$ cat src/rtl/mgt_01_divide_unit_pkg.sv
// Shared types and constants for the sequential RV32M divide unit.
// Holds the op codes, the issue-facing FU state and the divider FSM encoding.
package mgt_01_divide_unit_pkg;

  localparam int XLEN  = 32;
  localparam int CNT_W = $clog2(XLEN);

  typedef enum logic [1:0] {DIV_, DIVU_, REM_, REMU_} div_ops_e;
  typedef enum logic       {FREE, BUSY}               fu_state_e;
  typedef enum logic [1:0] {IDLE, DIVIDE, FINALIZE}   div_fsm_e;

  localparam logic [XLEN-1:0]  SIGNED_MIN = {1'b1, {(XLEN-1){1'b0}}};
  localparam logic [CNT_W-1:0] CNT_LAST   = CNT_W'(XLEN - 1);

  function automatic logic is_signed_op(input div_ops_e op);
    return (op == DIV_) || (op == REM_);
  endfunction

  // One extra bit so that the magnitude of the most negative value is exact.
  function automatic logic [XLEN:0] magnitude(input logic [XLEN-1:0] x, input logic sgn);
    logic [XLEN:0] ext;
    ext = {sgn & x[XLEN-1], x};
    return (sgn && x[XLEN-1]) ? -ext : ext;
  endfunction

endpackage

$ cat src/rtl/mgt_01_divide_unit_if.sv
// Issue/result interface of the divide unit.
// master = issue logic side, slave = the functional unit itself.
interface mgt_01_divide_unit_if
  import mgt_01_divide_unit_pkg::*;
  ();

  logic            valid_i;
  logic [XLEN-1:0] dividend_i;
  logic [XLEN-1:0] divisor_i;
  div_ops_e        operation_i;
  logic [XLEN-1:0] result_o;
  logic            valid_o;
  fu_state_e       fu_state_o;
  logic            sel_mux_o;

  modport master (
    output valid_i, dividend_i, divisor_i, operation_i,
    input  result_o, valid_o, fu_state_o, sel_mux_o
  );

  modport slave (
    input  valid_i, dividend_i, divisor_i, operation_i,
    output result_o, valid_o, fu_state_o, sel_mux_o
  );

endinterface

$ cat src/rtl/mgt_01_divide_unit_div_step.sv
// One combinational restoring-division iteration on operand magnitudes.
// Chain two of these for a radix-4 variant.
module mgt_01_div_step
  import mgt_01_divide_unit_pkg::*;
(
  input  logic [XLEN:0]   i_rem,
  input  logic [XLEN-1:0] i_quo,
  input  logic [XLEN:0]   i_dmag,
  output logic [XLEN:0]   o_rem,
  output logic [XLEN-1:0] o_quo
);

  logic [XLEN+1:0] w_shift;
  logic [XLEN:0]   w_trial;
  logic            w_ge;

  always_comb begin
    w_shift = {i_rem, i_quo[XLEN-1]};
    w_ge    = (w_shift >= {1'b0, i_dmag});
    w_trial = w_shift[XLEN:0] - i_dmag;
    o_rem   = w_ge ? w_trial : w_shift[XLEN:0];
    o_quo   = {i_quo[XLEN-2:0], w_ge};
  end

endmodule

$ cat src/rtl/mgt_01_divide_unit.sv
// Non-pipelined radix-2 restoring divider/remainder unit (DIV/DIVU/REM/REMU).
// state    | meaning
// IDLE     | FREE; accept request, detect div-by-zero / signed overflow
// DIVIDE   | one restoring iteration per enabled cycle, 32 total
// FINALIZE | sign-correct, register result, pulse valid_o
module mgt_01_divide_unit
  import mgt_01_divide_unit_pkg::*;
(
  input  logic                 clk_i,
  input  logic                 rst_n_i,
  input  logic                 clk_en_i,
  mgt_01_divide_unit_if.slave  bus
);

  div_fsm_e        r_state;
  logic [CNT_W-1:0] r_cnt;
  logic [XLEN:0]   r_rem;
  logic [XLEN-1:0] r_quo;
  logic [XLEN:0]   r_div_mag;
  div_ops_e        r_op;
  logic            r_neg_q;
  logic            r_neg_r;
  logic [XLEN-1:0] r_result;
  logic            r_valid;
  fu_state_e       r_fu_state;

  logic            w_sgn;
  logic            w_a_neg;
  logic            w_b_neg;
  logic [XLEN-1:0] w_a_mag;
  logic [XLEN:0]   w_b_mag;
  logic            w_div_zero;
  logic            w_ovf;
  logic [XLEN:0]   w_rem_nxt;
  logic [XLEN-1:0] w_quo_nxt;
  logic [XLEN-1:0] w_q;
  logic [XLEN-1:0] w_r;
  logic            w_is_div;

  always_comb begin
    w_sgn      = is_signed_op(bus.operation_i);
    w_a_neg    = w_sgn & bus.dividend_i[XLEN-1];
    w_b_neg    = w_sgn & bus.divisor_i[XLEN-1];
    // 0x8000_0000 negates to itself, which is already the correct unsigned magnitude.
    w_a_mag    = w_a_neg ? -bus.dividend_i : bus.dividend_i;
    w_b_mag    = magnitude(bus.divisor_i, w_sgn);
    w_div_zero = (bus.divisor_i == '0);
    w_ovf      = w_sgn && (bus.dividend_i == SIGNED_MIN) && (bus.divisor_i == '1);
    w_q        = r_neg_q ? -r_quo : r_quo;
    w_r        = r_neg_r ? -r_rem[XLEN-1:0] : r_rem[XLEN-1:0];
    w_is_div   = (r_op == DIV_) || (r_op == DIVU_);
  end

  mgt_01_div_step u_step (
    .i_rem  (r_rem),
    .i_quo  (r_quo),
    .i_dmag (r_div_mag),
    .o_rem  (w_rem_nxt),
    .o_quo  (w_quo_nxt)
  );

  always_ff @(posedge clk_i or negedge rst_n_i) begin
    if (!rst_n_i) begin
      r_state    <= IDLE;
      r_cnt      <= '0;
      r_rem      <= '0;
      r_quo      <= '0;
      r_div_mag  <= '0;
      r_op       <= DIV_;
      r_neg_q    <= 1'b0;
      r_neg_r    <= 1'b0;
      r_result   <= '0;
      r_valid    <= 1'b0;
      r_fu_state <= FREE;
    end else if (clk_en_i) begin
      case (r_state)
        IDLE: begin
          r_valid <= 1'b0;
          if (bus.valid_i) begin
            r_op       <= bus.operation_i;
            r_div_mag  <= w_b_mag;
            r_cnt      <= '0;
            r_fu_state <= BUSY;
            // Special cases preload the final quotient/remainder and skip the iterations.
            if (w_div_zero) begin
              r_quo   <= '1;
              r_rem   <= {1'b0, bus.dividend_i};
              r_neg_q <= 1'b0;
              r_neg_r <= 1'b0;
              r_state <= FINALIZE;
            end else if (w_ovf) begin
              r_quo   <= SIGNED_MIN;
              r_rem   <= '0;
              r_neg_q <= 1'b0;
              r_neg_r <= 1'b0;
              r_state <= FINALIZE;
            end else begin
              r_quo   <= w_a_mag;
              r_rem   <= '0;
              r_neg_q <= w_a_neg ^ w_b_neg;
              r_neg_r <= w_a_neg;
              r_state <= DIVIDE;
            end
          end
        end
        DIVIDE: begin
          r_rem <= w_rem_nxt;
          r_quo <= w_quo_nxt;
          r_cnt <= r_cnt + 1'b1;
          if (r_cnt == CNT_LAST) r_state <= FINALIZE;
        end
        FINALIZE: begin
          r_result   <= w_is_div ? w_q : w_r;
          r_valid    <= 1'b1;
          r_fu_state <= FREE;
          r_state    <= IDLE;
        end
        default: r_state <= IDLE;
      endcase
    end
  end

  assign bus.result_o   = r_result;
  assign bus.valid_o    = r_valid;
  assign bus.sel_mux_o  = r_valid;
  assign bus.fu_state_o = r_fu_state;

endmodule

$ cat src/flat_wrapper.sv
// flat-port wrapper written by rule: the top's interface ports become plain ports
module mgt_01_divide_unit_flat import mgt_01_divide_unit_pkg::*;
  (clk_i, rst_n_i, clk_en_i, bus_valid_i, bus_dividend_i, bus_divisor_i, bus_operation_i, bus_result_o, bus_valid_o, bus_fu_state_o, bus_sel_mux_o);
  mgt_01_divide_unit_if bus_i ();
  input  logic clk_i;
  input  logic rst_n_i;
  input  logic clk_en_i;
  input wire logic [$bits(bus_i.valid_i)-1:0] bus_valid_i;
  input wire logic [$bits(bus_i.dividend_i)-1:0] bus_dividend_i;
  input wire logic [$bits(bus_i.divisor_i)-1:0] bus_divisor_i;
  input wire logic [$bits(bus_i.operation_i)-1:0] bus_operation_i;
  output wire logic [$bits(bus_i.result_o)-1:0] bus_result_o;
  output wire logic [$bits(bus_i.valid_o)-1:0] bus_valid_o;
  output wire logic [$bits(bus_i.fu_state_o)-1:0] bus_fu_state_o;
  output wire logic [$bits(bus_i.sel_mux_o)-1:0] bus_sel_mux_o;
  assign bus_i.valid_i = bus_valid_i;
  assign bus_i.dividend_i = bus_dividend_i;
  assign bus_i.divisor_i = bus_divisor_i;
  assign bus_i.operation_i = bus_operation_i;
  assign bus_result_o = bus_i.result_o;
  assign bus_valid_o = bus_i.valid_o;
  assign bus_fu_state_o = bus_i.fu_state_o;
  assign bus_sel_mux_o = bus_i.sel_mux_o;
  mgt_01_divide_unit u_core (.clk_i(clk_i), .rst_n_i(rst_n_i), .clk_en_i(clk_en_i), .bus(bus_i));
endmodule
$ cat config.mk
export PLATFORM = sky130hd
export DESIGN_NAME = mgt_01_divide_unit_flat
export DESIGN_NICKNAME = d
export VERILOG_FILES = /design/src/rtl/mgt_01_divide_unit_pkg.sv /design/src/rtl/mgt_01_divide_unit_if.sv /design/src/rtl/mgt_01_divide_unit_div_step.sv /design/src/rtl/mgt_01_divide_unit.sv /design/src/flat_wrapper.sv
export SDC_FILE = /design/constraint.sdc
export NUM_CORES = 1
export LEC_CHECK = 0
export BUFFER_PORTS_ARGS = -buffer_cell sky130_fd_sc_hd__buf_2
export CORE_MARGIN = 1
export CORE_UTILIZATION = 55
export CTS_CLUSTER_SIZE = 30
export DETAILED_ROUTE_END_ITERATION = 6
export HOLD_SLACK_MARGIN = 0.1
export PLACE_DENSITY = 0.8
export SLEW_MARGIN = 40
export SYNTH_ARGS = -nofsm -noshare
export SYNTH_HDL_FRONTEND = slang
export SYNTH_HIERARCHICAL = 1
export SYNTH_SLANG_ARGS = --single-unit
$ cat constraint.sdc
create_clock -name clk_i -period 3.4 [get_ports clk_i]
set_input_delay 0.85 -clock clk_i [delete_from_list [all_inputs] [get_ports clk_i]]
set_output_delay 0.85 -clock clk_i [all_outputs]
set_load 0.05 [all_outputs]
==> impl_metrics.csv <==
group,metric,value,unit
logic_synthesis,synth_edf_count,0,
logic_synthesis,syn_nets,1511,
place,dpl.cell_count,1773,
final_layout,fill_cells,1685,
logic_synthesis,syn_area,11400,um2
job,maxCapViolations,0,
clock_network,numCtsBuffers,17,
place,gp_congestion,0.992,
final_layout,diodes,0,
global_route,grt_max_degree,85,
route,highest_layer,"met4",
clock_network,cts.reportedPaths.clkPinSlew,0.06,ns
timing,hold_viol_final,0,
floorplan,start_util,0.562,
floorplan,pin_count,105,
timing,slew_headroom,0.486,
final_layout,design_area,13300,um2
route,wl_per_cell,20.9,um
critical_path,crit_fanout,11,
logic_synthesis,postSynthCellCount,1400,
clock_network,worstSkewPairLatency,0.43,ns
pwr,power_density,1010,nW/um2
logic_synthesis,synth_warnings,6,
final_layout,final_cell_mix,"151 x nand2_1, 141 x dfrtp_1, 134 x nor2_1, 115 x o21ai_0, 113 x buf_4",
timing,finalMaxSlewViolations,0,
critical_path,critPathLaunchType,"register",
final_layout,final_util,0.656,
logic_synthesis,synthArstFlopShare,1.00,
clock_network,cts.sinks,142,
pwr,peakVddDrop,668,uV
logic_synthesis,ys_seq_elements,142,
logic_synthesis,ys_types,78,
route,wl_met3,3590,um
timing,fin_setup_tns,-0.171,ns
global_route,grt_remaining_overflow,0,
critical_path,crit_type,"reg -> reg",
route,route.detailed.drc,0,
route,num_vias,11600,
floorplan,die_w,146,um
clock_network,cts_buffer_depth,2,
logic_synthesis,synth.avg_cell_area,8.15,um2
place,io_buffers,104,
timing,skew,0.0125,ns
timing,tightest_slew,0.770,ns
final_layout,final_common_cell,"nand2_1",
timing,rsz0062_at_grt,"yes",
timing,min_period,3.46,ns
timing,setup_viol,8,
floorplan,die_h,146,um
run_status,outcome,"finished, violations left",
critical_path,cp.arrival,3.77,ns
hold_path,min_path_type,"in -> async",
timing,fmax,289,MHz
place,placed_cell_area,12500,um2
timing,min_period_over_period,1.02,
route,wl_met1,15700,um
global_route,grt_pass1_wl,60200,um
floorplan,rows,52,
route,wl_met2,16900,um
critical_path,required,3.70,ns
place,hpwl,28300,um
floorplan,core,20300,um2
route,wirelength,37900,um
route,ant_nets,0,
final_layout,nNetsFinal,1641,
final_layout,drive_gt1_frac,0.204,
pwr,leakage,5.78,nW
clock_network,cts-root-buf,"clkbuf_16",
place,place_ws,-0.126,ns
logic_synthesis,ys_seq_area_frac,0.312,
final_layout,stdcell_count,1812,
global_route,antenna_found_initial,0,
clock_network,htreeDepth,4,
route,drtPass1Iterations,6,
clock_network,cts_tree,"done",
logic_synthesis,synth_ff_type,"dfrtp_1",
route,vias_per_cell,6.40,
route,first_iter_violations,1234,
global_route,grt_pass1_vias,10900,
run_status,violations,"negative setup slack",
critical_path,end_kind,"register",
clock_network,hold_buffers,0,
global_route,grt_usage,0.363,
floorplan,die-area,21300,um2
final_layout,area_growth,16.8,%
timing,fin_ws,-0.0621,ns
[stage by stage]
stage | power [W] | hold slack, ns
floorplan | 0.00827 | 0.450
global placement | 0.0106 | 0.456
detailed placement | 0.0108 | 0.464
CTS | 0.0130 | 0.479
global route | 0.0143 | 0.500
finish | 0.0134 | 0.450
[sequential cells by signal, indices dropped and copies added (netlist names)]
signal,count
u_core/r_div_mag,33
u_core/r_rem,33
u_core/bus.result_o,32
u_core/r_quo,32
u_core/r_cnt,5
u_core/r_state,2
u_core/bus.fu_state_o,1
u_core/bus.sel_mux_o,1
u_core/r_neg_q,1
u_core/r_neg_r,1
u_core/r_op,1
[critical path, cell delays in order (launching register included)]
cell and delay, ns:
dfrtp_1 0.38, inv_1 0.07, ha_2 0.17, inv_1 0.05, fa_2 0.34, a21o_1 0.18
a221o_1 0.35, a41o_1 0.22, a21bo_4 0.24, a21oi_2 0.14, and4_4 0.30, buf_4 0.15
nor2_4 0.08, mux2_2 0.30, a221oi_2 0.29, nor2_1 0.09
[worst paths after layout]
| kind | depth (start not counted) | startpoint | to | slack [ns] |
|---|---|---|---|---|
| worst min-delay path | 1 | rst_n_i | u_core/r_div_mag[4]$_DFFE_PN0P_ | 0.45 |
| min in group clk_i | 2 | u_core/bus.result_o[1]$_DFFE_PN0P_ | u_core/bus.result_o[1]$_DFFE_PN0P_ | 0.47 |
| worst max-delay path | 15 | u_core/r_quo[31]$_DFFE_PN0P_ | u_core/r_rem[4]$_DFFE_PN0P_ | -0.06 |
| worst min register to register | 2 | u_core/bus.result_o[1]$_DFFE_PN0P_ | u_core/bus.result_o[1]$_DFFE_PN0P_ | 0.47 |
| worst max register to register | 15 | u_core/r_quo[31]$_DFFE_PN0P_ | u_core/r_rem[4]$_DFFE_PN0P_ | -0.06 |
| max in group asynchronous | 2 | rst_n_i | u_core/r_div_mag[31]$_DFFE_PN0P_ | 2.09 |
[what timing repair did]
| item | in CTS | in global routing |
|---|---|---|
| endpoints found under the setup margin | 17 | 31 |
| buffers inserted | 1 | 3 |
| gates resized for setup | 9 | 17 |
| gates cloned | 2 | 0 |
| pin swaps | 4 | 18 |
[cell families (layout without fill, tap and decap cells)]
| family | count (synthesis) | after routing | share of synthesized area |
|---|---|---|---|
| flops | 142 | 142 | 0.312 |
| compound gates | 407 | 407 | 0.233 |
| simple gates | 473 | 475 | 0.202 |
| mux | 21 | 21 | 0.0225 |
| buf+inv | 173 | 313 | 0.0753 |
| fa+ha+maj | 41 | 41 | 0.0456 |
| xor+xnor | 143 | 143 | 0.110 |
[layout make-up]
cell class | count | area, um2 | area share
multi-input cells | 1087 | 7120 | 0.534
flip-flops and latches | 142 | 3550 | 0.267
clock inverters | 8 | 130 | 0.00977
well taps | 270 | 338 | 0.0254
inverters | 58 | 218 | 0.0163
clock buffers | 23 | 488 | 0.0366
repair buffers | 224 | 1480 | 0.111
[synth_stat cells, drive strengths merged, types with 3 or more instances]
cell | instances | share of area
buf | 49 | 0.032
a21o | 18 | 0.012
a311oi | 3 | 0.0023
nand4 | 17 | 0.0093
clkbuf | 65 | 0.023
a21oi | 87 | 0.039
or2 | 6 | 0.0033
o21ai | 128 | 0.056
xor2 | 91 | 0.070
a31oi | 15 | 0.0082
o21bai | 6 | 0.0039
nand2b | 10 | 0.0055
o211ai | 6 | 0.0039
mux2i | 8 | 0.0070
a32o | 3 | 0.0026
inv | 57 | 0.019
nand3b | 4 | 0.0026
nor4b | 4 | 0.0031
dfrtp | 142 | 0.31
o41ai | 23 | 0.018
and3 | 6 | 0.0033
nand2 | 152 | 0.050
o22ai | 11 | 0.0060
nor2b | 7 | 0.0038
nand3 | 9 | 0.0039
o21a | 6 | 0.0039
or4 | 24 | 0.017
or3 | 34 | 0.020
a221oi | 35 | 0.027
and2 | 6 | 0.0033
o31ai | 27 | 0.018
nor4 | 23 | 0.014
xnor2 | 52 | 0.040
o221ai | 16 | 0.012
mux2 | 13 | 0.015
a41oi | 4 | 0.0031
ha | 40 | 0.044
a211oi | 4 | 0.0031
nor3 | 23 | 0.010
nor2 | 139 | 0.047
[routing by layer]
metal,track usage,vias up
met5,0,-
met4,0.165,0
met3,0.0677,113
met2,0.560,661
met1,0.497,5514
li1,-,5308
[power by group]
group | total, W | internal (W) | switching (W)
combinational | 0.00855 | 0.00383 | 0.00473
sequential | 0.00290 | 0.00225 | 0.000649
clock | 0.00199 | 0.00123 | 0.000761
total | 0.0134 | 0.00731 | 0.00614
(Power assumes the default switching activity.)
